[src/rtl/demux3_pkg.sv]
// Shared definitions for the three-way buffered demultiplexer: channel ids,
// per-slot state encoding and the select decode.
package demux3_pkg;

    localparam int NUM_CH = 3;

    typedef enum logic [1:0] {
        CH0 = 2'd0,
        CH1 = 2'd1,
        CH2 = 2'd2
    } ch_t;

    typedef enum logic {
        EMPTY = 1'b0,
        FULL  = 1'b1
    } slot_state_t;

    // Select 11 has no channel of its own and folds onto channel 2.
    function automatic ch_t sel_to_ch(input logic [1:0] sel);
        case (sel)
            2'b00:   return CH0;
            2'b01:   return CH1;
            default: return CH2;
        endcase
    endfunction

endpackage

[src/rtl/demux_slot.sv]
// One-entry output buffer for a single demux channel, with a delivered-word
// counter that advances on every drain.
module demux_slot
    import demux3_pkg::*;
#(
    parameter int WIDTH = 8
) (
    input  logic             clk,
    input  logic             rst_n,
    input  logic             load,
    input  logic [WIDTH-1:0] load_data,
    input  logic             out_ready,
    output logic             out_valid,
    output logic [WIDTH-1:0] out_data,
    output logic [7:0]       cnt,
    output logic             can_load
);

    slot_state_t state;
    logic        drain;

    assign out_valid = (state == FULL);
    assign drain     = out_valid && out_ready;
    // A full slot can take a new word in the same cycle it hands its word on.
    assign can_load  = (state == EMPTY) || out_ready;

    always_ff @(posedge clk) begin
        if (!rst_n) begin
            state    <= EMPTY;
            out_data <= '0;
            cnt      <= '0;
        end else begin
            if (drain) begin
                cnt <= cnt + 8'd1;
            end
            if (load) begin
                state    <= FULL;
                out_data <= load_data;
            end else if (drain) begin
                state <= EMPTY;
            end
        end
    end

endmodule

[src/rtl/demux3_buf.sv]
// Three-way demultiplexer: routes each accepted word to one of three
// independent one-entry channel buffers chosen by in_sel.
module demux3_buf
    import demux3_pkg::*;
#(
    parameter int WIDTH = 8
) (
    input  logic             clk,
    input  logic             rst_n,
    input  logic [WIDTH-1:0] in_data,
    input  logic [1:0]       in_sel,
    input  logic             in_valid,
    output logic             in_ready,
    output logic [WIDTH-1:0] out0_data,
    output logic             out0_valid,
    input  logic             out0_ready,
    output logic [WIDTH-1:0] out1_data,
    output logic             out1_valid,
    input  logic             out1_ready,
    output logic [WIDTH-1:0] out2_data,
    output logic             out2_valid,
    input  logic             out2_ready,
    output logic [7:0]       cnt0,
    output logic [7:0]       cnt1,
    output logic [7:0]       cnt2
);

    ch_t              ch;
    logic [NUM_CH-1:0] out_ready;
    logic [NUM_CH-1:0] out_valid;
    logic [NUM_CH-1:0] can_load;
    logic [NUM_CH-1:0] load;
    logic [WIDTH-1:0]  out_data [NUM_CH];
    logic [7:0]        cnt      [NUM_CH];

    assign ch        = sel_to_ch(in_sel);
    assign out_ready = {out2_ready, out1_ready, out0_ready};
    // Readiness only looks at the addressed slot, so a stalled channel never
    // holds up traffic bound for another one.
    assign in_ready  = rst_n && can_load[ch];

    for (genvar k = 0; k < NUM_CH; k++) begin : g_slot
        assign load[k] = in_valid && in_ready && (ch == ch_t'(k));

        demux_slot #(.WIDTH(WIDTH)) u_slot (
            .clk       (clk),
            .rst_n     (rst_n),
            .load      (load[k]),
            .load_data (in_data),
            .out_ready (out_ready[k]),
            .out_valid (out_valid[k]),
            .out_data  (out_data[k]),
            .cnt       (cnt[k]),
            .can_load  (can_load[k])
        );
    end

    assign out0_data  = out_data[0];
    assign out1_data  = out_data[1];
    assign out2_data  = out_data[2];
    assign out0_valid = out_valid[0];
    assign out1_valid = out_valid[1];
    assign out2_valid = out_valid[2];
    assign cnt0       = cnt[0];
    assign cnt1       = cnt[1];
    assign cnt2       = cnt[2];

endmodule

[config.mk]
export PLATFORM = sky130hd
export DESIGN_NAME = demux3_buf
export DESIGN_NICKNAME = d
export VERILOG_FILES = /design/src/rtl/demux3_pkg.sv /design/src/rtl/demux_slot.sv /design/src/rtl/demux3_buf.sv
export SDC_FILE = /design/constraint.sdc
export NUM_CORES = 1
export LEC_CHECK = 0
export ABC_AREA = 1
export BUFFER_PORTS_ARGS = -buffer_cell sky130_fd_sc_hd__clkbuf_2
export CORE_UTILIZATION = 42
export CTS_BUF_LIST = sky130_fd_sc_hd__clkbuf_4 sky130_fd_sc_hd__clkbuf_8
export DETAILED_ROUTE_END_ITERATION = 16
export PLACE_DENSITY_LB_ADDON = 0.12
export SLEW_MARGIN = 5
export SYNTH_ARGS = -nofsm -noshare
export SYNTH_HDL_FRONTEND = slang
export SYNTH_SLANG_ARGS = --single-unit
[constraint.sdc]
create_clock -name clk -period 1.5 [get_ports clk]
set_input_delay 0.15 -clock clk [delete_from_list [all_inputs] [get_ports clk]]
set_output_delay 0.15 -clock clk [all_outputs]
set_load 0.05 [all_outputs]
== After elaboration in Yosys (flattened, before gate mapping) ==
Cells that the tools add are included.
Word-level totals
  output and inout bits: 52
  logic and storage cells: 44
  bits of input ports: 16
  flip-flop bits (word level): 51
Cells by class
  muxes and demuxes: 9
  reductions and logical operators: 16
  bitwise logic cells: 3
  $add $sub $neg: 3
  eq/ne operators: 3
  order comparisons: 1
Operator list (number)
  $add 8x1->8 const B: 3
  $logic_and 1x1->1: 8
  $mux 1: 7
  $reduce_bool 2->1: 3
  $eq 2x1->1 const B: 2
  $logic_not 2->1: 2
  $pmux 2 s2: 1
  $logic_or 1x1->1: 3
  $lt 2x3->1 const B: 1
  $not 1->1: 3
  $bmux 1 s2: 1
  $eq 2x2->1 const B: 1

== Depth between registers and ports, before layout ==
  depth after elaboration: 8
  mapped depth: 9
  mapped depth without buffers: 9

== By module ==
Synthesis repeated with hierarchy kept, for this count alone.
Second synthesis, totals
  cell total of the unflattened synthesis: 296
  area total of the unflattened synthesis: 2199.6 sq um
By module, submodules not included
  demux_slot: times used 3, cells an instance 93, area each 705.7 sq um
  demux3_buf: times used 1, cells an instance 17, area each 82.6 sq um

== Worst setup path after synthesis ==
OpenSTA, ideal clock, no wires.
  path type: register to register
  start point: register g_slot[2].u_slot.state
  end point: register g_slot[2].u_slot.cnt[6]
  data arrival time: 1.507 ns
  setup time: 0.110 ns
  clock period less this slack: 1.617 ns
  stages on the path, launching flop included: 8
  buffers on the path: 0
  path slack: -0.117 ns
  path through: dfxtp_1 > nand2_1 > inv_1 > nand3_1 > nor3_1 > nand3_1 > nand2_1 > nor2_1
On the way
  word-level cells in the longest chain between the ends: 1
Ends and longest elaborated chain
  from (decl): line demux_slot.sv:19  | slot_state_t state;
  from (signal assigned): line demux_slot.sv:29  | state <= EMPTY;
  from (signal assigned): line demux_slot.sv:37  | state <= FULL;
  from (signal assigned): line demux_slot.sv:40  | state <= EMPTY;
  $logic_and 1x1->1: line demux_slot.sv:23  | assign drain = out_valid && out_ready;
  to (signal assigned): line demux_slot.sv:34  | cnt <= cnt + 8'd1;
  to (decl): line demux_slot.sv:15  | output logic [7:0] cnt,
Every way passes these cells.
A chain may end at the register's enable or synchronous reset.

== Worst setup path after layout ==
  start point: register g_slot[1].u_slot.state
  end point: output in_ready
On the way
  word-level cells in the longest chain between the ends: 5
Ends and longest elaborated chain
  from (decl): line demux_slot.sv:19
  from (signal assigned): line demux_slot.sv:29
  from (signal assigned): line demux_slot.sv:37
  from (signal assigned): line demux_slot.sv:40
  $not 1->1: line demux_slot.sv:25  | assign can_load = (state == EMPTY) || out_ready;
  $logic_or 1x1->1: line demux_slot.sv:25
  $bmux 1 s2: line demux3_buf.sv:40  | assign in_ready = rst_n && can_load[ch];
  $mux 1 (implied by the code): line demux3_buf.sv:40
  $logic_and 1x1->1: line demux3_buf.sv:40
  to (decl): line demux3_buf.sv:13  | output logic in_ready,
Every way passes these cells. The select of a mux whose other input is x is not followed.

==> qor.yml <==
outcome:
  status: "complete, no violations"
timing:
  fin_skew_ps: 4.56
  setup_viol: 0
  period_needed_ps: 1410
  tns_ps: 0
  rsz0062_at_grt: "false"
  hold_viol: 0
  tightest_slew_ps: 420
  fmax_mhz: 708
  fin_crit_sh_pct: 94.1
  slew_headroom_pct: 72.0
  drv_slew: 0
clock_network:
  cts_buffers: 5
  root_buffer: "clkbuf_8"
  clkTransAtPathRegs_ps: 90
  clk_path_buf_depth: 2
  h-tree-depth: 2
  clk-insertion-delay-late_ps: 300
  holdBufCountCts: 0
  cts_tree: "done"
  cts.sinks: 51
logic_synthesis:
  netlist_area_um2: 2430
  yosys_register_bits: 51
  yosys-top-cells-area: "dfxtp_1, inv_1, nand2_1"
  synth_top_area_share_pct: 42.0
  synth_fp_nets: 392
  syn_area_per_cell_um2: 6.52
  netlist_instances: 373
  ys_types: 19
  yosys_warnings: 0
  synth_top_area_cell: "dfxtp_1"
  seq_area_frac_synth_pct: 42.0
power:
  max-vdd-ir-drop_v: 0.000511
  power_density_nw_per_um2: 870
  p_leak_uw: 0.00156
placed_design:
  dp.cells: 509
  finalWeightedCongestion: 0.794
  placed_area_um2: 2860
  io_buffers: 67
  hpwl_um: 4010
die:
  die_h_um: 78.1
  coreArea_um2: 5540
  fp-row-count: 27
  io_pins: 68
  start_util_pct: 43.9
  dieArea_um2: 6100
  fp.dieW_um: 78.1
setup_path:
  crit_path_start_kind: "flip-flop"
  ff2ff_setup_slack_ps: 130
  r2r_cells: 10
  path_class: "reg -> out"
  end_kind: "output pin"
  crit_arrival_ps: 1260
  r2r_end: "g_slot[0].u_slot.out_data[1]$_SDFFE_PN0P_"
  cp.required_ps: 1350
  timing.rr.start: "g_slot[1].u_slot.out_valid$_SDFFE_PN0P_"
  cp_max_fo: 3
cells_and_area:
  area_growth_pct: 25.6
  seqCellArea_um2: 1030
  layout_common_cells: "inv_1, nand2_1, clkbuf_2, nor2_1, dfxtp_1"
  final_nets: 469
  multi_input_area_um2: 1050
  mostFrequentLayoutCell: "inv_1"
  nFillCells: 595
  drive_gt1_share_pct: 23.9
  final_cell_area_um2: 3050
  antennaDiodeCount: 0
  finalNonFillerCells: 523
route:
  viasPerCell: 4.53
  wl_per_cell_um: 10.5
  drc_errors: 0
  firstDrtPassIters: 4
  drt_wl_total_um: 5510
  drt_first_iter_violations: 70
  vias: 2371
  antenna_left: 0
worst_hold_path:
  holdPathEnd: "g_slot[0].u_slot.out_valid$_SDFFE_PN0P_"
  min_delay_path_depth: 4
  hold_class: "in -> reg"
  hp-start: "out0_ready"
global_routing:
  grt_pass1_vias: 2108
  grt_start_max_net_pins: 45
  grtUsageTotal_pct: 19.3
  antenna_found_initial: 0
  grt_pass1_wl_um: 9340
  grt_remaining_overflow: 0
run:
  drv_cap: 0
[per-layer routing]
layer	GRT usage [%]	routed length [um]	up-vias
met5	0	0	-
met1	25.2	2730	1034
met2	31.3	2450	52
met4	6.30	46	0
met3	4.53	293	4
li1	-	-	1281
[how the worst max path moves through the flow]
stage,slack (ps),startpoint,to
floorplan,-50,g_slot[2].u_slot.cnt[0]$_SDFFE_PN0P_,g_slot[2].u_slot.cnt[6]$_SDFFE_PN0P_
global placement,-90,g_slot[1].u_slot.out_valid$_SDFFE_PN0P_,g_slot[1].u_slot.out_data[7]$_SDFFE_PN0P_
detailed placement,-140,g_slot[1].u_slot.out_valid$_SDFFE_PN0P_,g_slot[0].u_slot.out_data[1]$_SDFFE_PN0P_
CTS,20,g_slot[1].u_slot.out_valid$_SDFFE_PN0P_,in_ready
global route,10,g_slot[1].u_slot.out_valid$_SDFFE_PN0P_,g_slot[0].u_slot.out_data[5]$_SDFFE_PN0P_
finish,90,g_slot[1].u_slot.out_valid$_SDFFE_PN0P_,in_ready
[critical path, cell delays in order (launching register included)]
cell and delay [ps]:
dfxtp_2 340, inv_1 60, nor2_2 40, nand2_1 70
nand2_2 70, nor2_4 130, clkbuf_4 250
[layout make-up]
| type | instances | share of cell area [%] |
|---|---|---|
| inverter | 93 | 11.4 |
| clock buffer | 7 | 2.95 |
| clock inverter | 1 | 0.287 |
| timing repair buffer | 80 | 14.4 |
| tap | 72 | 2.95 |
| sequential | 51 | 33.7 |
| multi-input combinational | 219 | 34.3 |
[state kept, by name, indices dropped and copies added (netlist names)]
register,count
g_slot.u_slot.out_valid,3
g_slot.u_slot.cnt,24
g_slot.u_slot.out_data,24
[kinds of logic after synthesis]
group                    Yosys count  share of synthesized area, %
AND/OR/NAND/NOR                  189                          34.2
buffers and inverters            104                          17.0
flip-flops                        51                          42.0
AO/OA/AOI/OAI                     26                          5.35
adder cells (fa/ha/maj)            3                          1.54
[cell usage after synthesis]
library cell,instances
o21ai_0,10
clkbuf_1,3
inv_1,93
nor3_1,8
nor3b_1,1
ha_1,3
buf_2,3
nand3_2,3
nand4_1,27
a21oi_1,16
nand2_1,93
buf_6,2
buf_1,2
nor2_2,2
nor2_4,1
buf_4,1
dfxtp_1,51
nor2_1,47
nand3_1,7
[power by group]
| group | internal [uW] | switching (uW) |
|---|---|---|
| logic | 110 | 285 |
| clock network | 397 | 461 |
| registers | 1390 | 17.7 |
| total | 1890 | 764 |
[per-stage QoR]
step	setup slack, ps	utilization (%)	total power, uW	hold WS, ps
2_1_floorplan	-49.4	-	1720	317
3_3_place_gp	-93.6	51.7	1810	449
3_5_place_dp	-140	51.7	1810	434
4_1_cts	22.4	54.0	2680	105
5_1_grt	12.5	55.1	2790	123
6_report	88.4	55.1	2660	109
[repair_timing]
item	in CTS	in global routing
gates cloned	1	0
setup endpoints to repair	28	27
pin swaps	1	4
gates resized for setup	1	10
hold endpoints to repair	0	0
buffers inserted	3	2
(Power assumes the default switching activity.)
